**src/rtl/updown_counter_hex.sv**
```systemverilog
// Up/down counter with load, terminal value and registered hex display.
// Define COUNTER_LZ_BLANK_EN to blank leading-zero digits above digit 0.
module updown_counter_hex #(
  parameter int              WIDTH = 8,
  parameter logic [WIDTH-1:0] MAX  = '1
) (
  input  logic                   clock,
  input  logic                   reset,
  input  logic                   enable,
  input  logic                   up,
  input  logic                   load,
  input  logic [WIDTH-1:0]       load_value,
  output logic [WIDTH-1:0]       Q,
  output logic                   wrap,
  output logic [7*(WIDTH/4)-1:0] HEX
);

  localparam int DIGITS = WIDTH / 4;
  localparam logic [WIDTH-1:0] ZERO = '0;
  localparam logic [WIDTH-1:0] ONE  = WIDTH'(1);

  logic [WIDTH-1:0]    q_q, q_d;
  logic                wrap_q, wrap_d;
  logic [7*DIGITS-1:0] hex_q, hex_d;

  function automatic logic [6:0] seg7(input logic [3:0] n);
    logic [6:0] s;
    case (n)
      4'h0: s = 7'h40;
      4'h1: s = 7'h79;
      4'h2: s = 7'h24;
      4'h3: s = 7'h30;
      4'h4: s = 7'h19;
      4'h5: s = 7'h12;
      4'h6: s = 7'h02;
      4'h7: s = 7'h78;
      4'h8: s = 7'h00;
      4'h9: s = 7'h10;
      4'hA: s = 7'h08;
      4'hB: s = 7'h03;
      4'hC: s = 7'h46;
      4'hD: s = 7'h21;
      4'hE: s = 7'h06;
      default: s = 7'h0E;
    endcase
    return s;
  endfunction

  function automatic logic [7*DIGITS-1:0] hex_rst();
    logic [7*DIGITS-1:0] r;
    r = '0;
    for (int k = 0; k < DIGITS; k++) begin
`ifdef COUNTER_LZ_BLANK_EN
      r[7*k +: 7] = (k == 0) ? 7'h40 : 7'h7F;
`else
      r[7*k +: 7] = 7'h40;
`endif
    end
    return r;
  endfunction

  localparam logic [7*DIGITS-1:0] HEX_RST = hex_rst();

  // Exact compares against MAX so non-power-of-two ranges wrap correctly
  always_comb begin
    q_d    = q_q;
    wrap_d = 1'b0;
    if (load) begin
      q_d = (load_value > MAX) ? MAX : load_value;
    end else if (enable) begin
      if (up) begin
        if (q_q == MAX) begin
          q_d    = ZERO;
          wrap_d = 1'b1;
        end else begin
          q_d = q_q + ONE;
        end
      end else begin
        if (q_q == ZERO) begin
          q_d    = MAX;
          wrap_d = 1'b1;
        end else begin
          q_d = q_q - ONE;
        end
      end
    end
  end

  always_comb begin
    logic [3:0] nib;
    logic       nz;
    hex_d = '0;
    nz    = 1'b0;
    nib   = '0;
    for (int k = DIGITS - 1; k >= 0; k--) begin
      nib = q_q[4*k +: 4];
      nz  = nz | (nib != 4'h0);
`ifdef COUNTER_LZ_BLANK_EN
      hex_d[7*k +: 7] = (k == 0 || nz) ? seg7(nib) : 7'h7F;
`else
      hex_d[7*k +: 7] = seg7(nib);
`endif
    end
  end

  always_ff @(posedge clock or posedge reset) begin
    if (reset) begin
      q_q    <= '0;
      wrap_q <= 1'b0;
      hex_q  <= HEX_RST;
    end else begin
      q_q    <= q_d;
      wrap_q <= wrap_d;
      hex_q  <= hex_d;
    end
  end

  assign Q    = q_q;
  assign wrap = wrap_q;
  assign HEX  = hex_q;

endmodule

```
**config.mk**
```make
export PLATFORM = sky130hd
export DESIGN_NAME = updown_counter_hex
export DESIGN_NICKNAME = d
export VERILOG_FILES = /design/src/rtl/updown_counter_hex.sv
export SDC_FILE = /design/constraint.sdc
export NUM_CORES = 1
export LEC_CHECK = 0
export CAP_MARGIN = 20
export CORE_MARGIN = 2
export CORE_UTILIZATION = 50
export DETAILED_ROUTE_END_ITERATION = 8
export GPL_ROUTABILITY_DRIVEN = 0
export GPL_TIMING_DRIVEN = 0
export HOLD_SLACK_MARGIN = 0.08
export PLACE_DENSITY = 0.87
export SYNTH_ARGS = -nofsm -noshare
export SYNTH_HDL_FRONTEND = slang
export SYNTH_SLANG_ARGS = --single-unit
export TNS_END_PERCENT = 30
```
**constraint.sdc**
```tcl
create_clock -name clock -period 2.8 [get_ports clock]
set_input_delay 0.42 -clock clock [delete_from_list [all_inputs] [get_ports clock]]
set_output_delay 0.42 -clock clock [all_outputs]
set_load 0.02 [all_outputs]
```
After elaboration in Yosys (flattened, before gate mapping)
Memories as Yosys holds them, arrays and structs flattened. A register that Yosys moved wholly into a read port is not among the register bits.
Index checks and enable logic that the tools add are counted.
{"block": "word_totals", "reg_bits": 9, "wordCells": 21, "latchBits": 0, "input_bits": 13, "mem_bits_rw": 0, "mem_count": 2, "rom_bits": 224}
{"block": "op_classes", "div": 0, "addsub": 2, "n_bitwise": 0, "n_mux": 11, "n_eq_ne": 1, "mul": 0, "shifts": 0, "n_reduce_logical": 2, "n_lt_le_gt_ge": 1}
{"memory": "(name not given)", "words": 16, "width": 7, "rd": 1, "rd_ports_with_merged_regs": 1, "wr": 0, "line": "28", "source": "case (n)"}
{"memory": "(name not given)", "words": 16, "width": 7, "rd": 1, "rd_ports_with_merged_regs": 1, "wr": 0, "line": "28"}
{"cell": "$mux W8", "n": 6}
{"cell": "$add A8 B1 Y8 const B", "n": 1}
{"cell": "$eq A8 B8 Y1 const B", "n": 1}
{"cell": "$gt A8 B8 Y1 const B", "n": 1}
{"cell": "$logic_not A8 Y1", "n": 1}
{"cell": "$sub A8 B1 Y8 const B", "n": 1}
{"cell": "$mux W1", "n": 5}
{"cell": "$reduce_bool A2 Y1", "n": 1}

Logic depth before layout (Yosys ltp)
{"block": "depth", "ltp_word": 5, "depth_mapped": 7, "mapped_depth_nobuf": 6}

Worst setup path after synthesis
Ideal clock, no wire load.
{"block": "synth_path", "kind": "register to register", "from": "register q_q[0] (netlist: Q[0])", "to": "register q_q[7] (netlist: Q[7])", "path_slack_ns": 1.012, "arrival_ns": 1.684, "period_less_slack_ns": 1.788, "stages_incl_launch_ff": 8, "setup_ns": 0.104, "path_buffers": 1, "t_required_ns": 2.696, "cell_sequence": "dfrtp_1 -> buf_4 -> inv_1 -> ha_1 -> nand4bb_1 -> nor2_4 -> o41ai_1 -> a221oi_1"}
{"block": "synth_between", "elab_chain_cells": 5, "word_cells_on_any_way": 9}
{"item": "start: declaration", "line": "22", "source": "logic [WIDTH-1:0] q_q, q_d;"}
{"item": "start signal: assignment", "line": "112", "source": "q_q <= q_d;"}
{"item": "$sub A8 B1 Y8, or another cell as far along", "line": "83", "source": "q_d = q_q - ONE;"}
{"item": "$mux W8 (on tied branches)", "line": "79, 72"}
{"item": "$mux W8 (*)", "line": "71", "source": "if (up) begin"}
{"item": "$mux W8 (*)", "line": "70", "source": "end else if (enable) begin"}
{"item": "$mux W8 (*)", "line": "68", "source": "if (load) begin"}
Every way passes the cells marked *; elsewhere a longest branch is shown, timed or not. The select of a mux whose other input is x is not followed.
A chain may end at the register's enable or synchronous reset.

Final worst setup path
{"block": "layout_path", "from": "register q_q[5] (netlist: Q[5])", "to": "output port Q[5]"}
{"item": "end: declaration", "line": "13", "source": "output logic [WIDTH-1:0] Q,"}
No word-level cell between the ends.

==> impl_metrics.toml <==
[sta]
max_freq_mhz = 500
setup_viol = 0
finalWorstPathRequiredPeriod_ns = 2.00
hold_violations = 0
slew_headroom_pct = 45.8
unrepaired_setup_endpoints_after_global_routing = "no"
timing.clock.skew_ns = 0.00473
setup_slack_ns = 0.800
final.setup.tns_ns = 0
worstMarginPinSlew_ns = 0.812
fin_crit_sh_pct = 71.4
timing.final.max_slew_violations = 0

[status]
run_status = "complete, no violations"

[worst_setup_path]
critical_path_class = "flip-flop to output port"
required_ns = 2.38
worst_path_largest_cell_delay_ns = 0.68
cpMaxStageDelayCell = "clkdlybuf4s50_1"
worstSetupEndpointType = "output port"
worst-endpoint-arrival_ns = 1.58
critical_path_buf_inv_count = 1
path_delay_family = "buffers and inverters"
cp_cell_sequence = "clkdlybuf4s50_1"
cp-start-kind = "flip-flop"
cp_max_fo = 11

[placed_design]
number_of_buffers_added_on_ports = 34
dpl-instance-area_um2 = 2030
placement.setup.worst_slack_ns = 0.788
detailed_place_hpwl_um = 2860
post-place-cells = 271

[clocking]
clk_pin_slew_worst_paths_ns = 0.13
cts_setup_buffers = 0
postCtsResizedCells = 0
cts_tree = "built"
htree_num_levels = 1
cts_num_sinks = 23
clock_latency_late_sink_ns = 0.32
postCtsHoldBufs = 0
clock_tree.root_cell = "clkbuf_4"
cts_buffers = 3
cts_buffer_depth = 2

[global_routing]
first_pass_grt_wire_length_um = 6560
global_route_total_usage_across_every_layer_pct = 23.4
first_global_vias = 1475
gr-total-overflow = 0
grt_max_degree = 24
grt_antenna_before_repair = 0

[finish]
stdcell_area_um2 = 2050
design.final.nets = 257
insertedDiodeCount = 0
fillerInstances = 264
areaGrowthSynthToFinish_pct = 25.8
layout.cells.non_filler = 275
layout-drive-gt1-share_pct = 6.93

[logic_synthesis]
syn-num-nets = 218
yosys.cell_types.count = 50
post_synth_inst_count = 193
avgSynthCellArea_um2 = 8.46
synth_edf_count = 0
synthArstFlopShare_pct = 100
synth_seq_area_share_pct = 35.4
synth.largest_area_cell = "dfrtp_1"
synth_area_um2 = 1630
synth-seq-cells = 23
synth.top_cell.area_share_pct = 32.2
dominant_synthesized_flop_cell = "dfrtp_1"
netlist_top_cells_area = "dfrtp_1 32%, ha_1 9.2%, a21oi_1 5.8%"
yosysWarnings = 0
synth.most_common_cell = "dfrtp_1"
cell_types_with_the_highest_counts_after_synthesis = "21 x dfrtp_1, 19 x a21oi_1, 17 x nand2_1, 17 x o21ai_0, 12 x ha_1"

[pwr]
static-leakage-power_nw = 0.836
power.density_nw_per_um2 = 503
peak_vdd_ir_v = 0.000233

[floorplanning]
boundaryPins = 36
start_util_pct = 53.0
core_area_um2 = 3080
fp-row-count = 20
die_height_um = 61.1
die_w_um = 61.1
die_area_um2 = 3740

[routing]
routed_wl_um = 3930
dr.first_iter.drc_count = 71
vias = 1593
detail_route.first_pass.iterations = 5
wl_per_cell_um = 14.3
drc = 0
drt-vias-per-instance = 5.79
postRouteAntennaNets = 0

[worst_hold_path]
hold_path.class = "primary input to asynchronous set/reset pin"

[run]
max_cap_viol_count = 0
## power breakdown
part / total, mW / switching (mW) / internal, mW
registers: 0.416 / 0.0292 / 0.387
logic: 0.458 / 0.259 / 0.199
clock network: 0.159 / 0.103 / 0.0559
total: 1.03 / 0.391 / 0.642
## logic make-up (layout without fill, tap and decap cells)
logic type	count (synthesis)	in the layout	share of synthesized area [%]
AOI/OAI and AO/OA	66	66	25.4
xor gates and xnor gates	1	1	0.536
adders and majority gates	12	12	9.20
buffers and inverters	27	65	6.97
DFF	23	23	35.4
muxes	2	2	1.23
and+or+nand+nor	62	62	21.3
## layout make-up
class / instances / area (um^2) / area share [%]
Multi-Input combinational cell: 143 / 941 / 45.8
Inverter: 12 / 45.0 / 2.19
Tap cell: 44 / 55.1 / 2.68
Clock buffer: 4 / 26.3 / 1.28
Sequential cell: 23 / 578 / 28.1
Timing Repair Buffer: 34 / 340 / 16.6
Buffer: 15 / 68.8 / 3.35
## worst paths after layout
path                                  start                to  slack (ns)  cells past startpoint
setup reg to reg           Q[0]$_DFFE_PP0P_  Q[2]$_DFFE_PP0P_        0.80                      7
hold / removal                        reset  Q[4]$_DFFE_PP0P_        0.54                      2
max in group asynchronous             reset  Q[0]$_DFFE_PP0P_        1.76                      2
setup / recovery           Q[5]$_DFFE_PP0P_              Q[5]        0.80                      1
min in group clock                     load  Q[6]$_DFFE_PP0P_        0.55                      3
hold reg to reg            Q[5]$_DFFE_PP0P_  HEX[8]$_DFF_PP0_        0.78                      2
## layer usage
layer | up-vias | GRT usage [%] | wire length, um
met4 | 0 | 10.6 | 80
li1 | 778 | - | -
met5 | - | 0 | 0
met1 | 717 | 32.9 | 1800
met2 | 89 | 36.2 | 1720
met3 | 9 | 2.73 | 339
## flip-flops by register name, summed over array words and instances (netlist names)
signal and count:
wrap 1, Q 8, HEX 14
## stage by stage
step	hold WS, ns	power (mW)	util (%)
after floorplan	0.420	0.699	-
after CTS	0.543	1.03	66.7
after global routing	0.581	1.10	66.7
after detailed placement	0.748	0.876	65.9
final	0.537	1.03	66.7
after global placement	0.760	0.868	65.9
## cells in the final DEF, fill, tap and decap left out, types with 2 or more instances in the layout
| cell | Yosys | routed |
|---|---|---|
| clkbuf_4 | 0 | 3 |
| a21boi_0 | 5 | 5 |
| buf_2 | 4 | 4 |
| a21oi_1 | 19 | 19 |
| a211oi_1 | 3 | 3 |
| nand3_1 | 8 | 8 |
| and4_1 | 2 | 2 |
| nor2_1 | 6 | 6 |
| nand2_1 | 17 | 17 |
| dfstp_2 | 2 | 2 |
| o31ai_1 | 2 | 2 |
| nor2b_1 | 5 | 5 |
| nor3_1 | 4 | 4 |
| clkdlybuf4s50_1 | 0 | 34 |
| nand4b_1 | 2 | 2 |
| clkbuf_1 | 8 | 9 |
| inv_1 | 10 | 10 |
| o21ai_0 | 17 | 17 |
| a31oi_1 | 6 | 6 |
| o211ai_1 | 2 | 2 |
| or3_1 | 2 | 2 |
| or2_2 | 2 | 2 |
| dfrtp_1 | 21 | 21 |
| a221oi_1 | 2 | 2 |
| ha_1 | 12 | 12 |
| mux2i_1 | 2 | 2 |
| nand3b_1 | 2 | 2 |
| nand2b_1 | 2 | 2 |
| nand4_1 | 2 | 2 |
| buf_4 | 2 | 2 |
No activity file was read; power rests on OpenSTA's default activity.
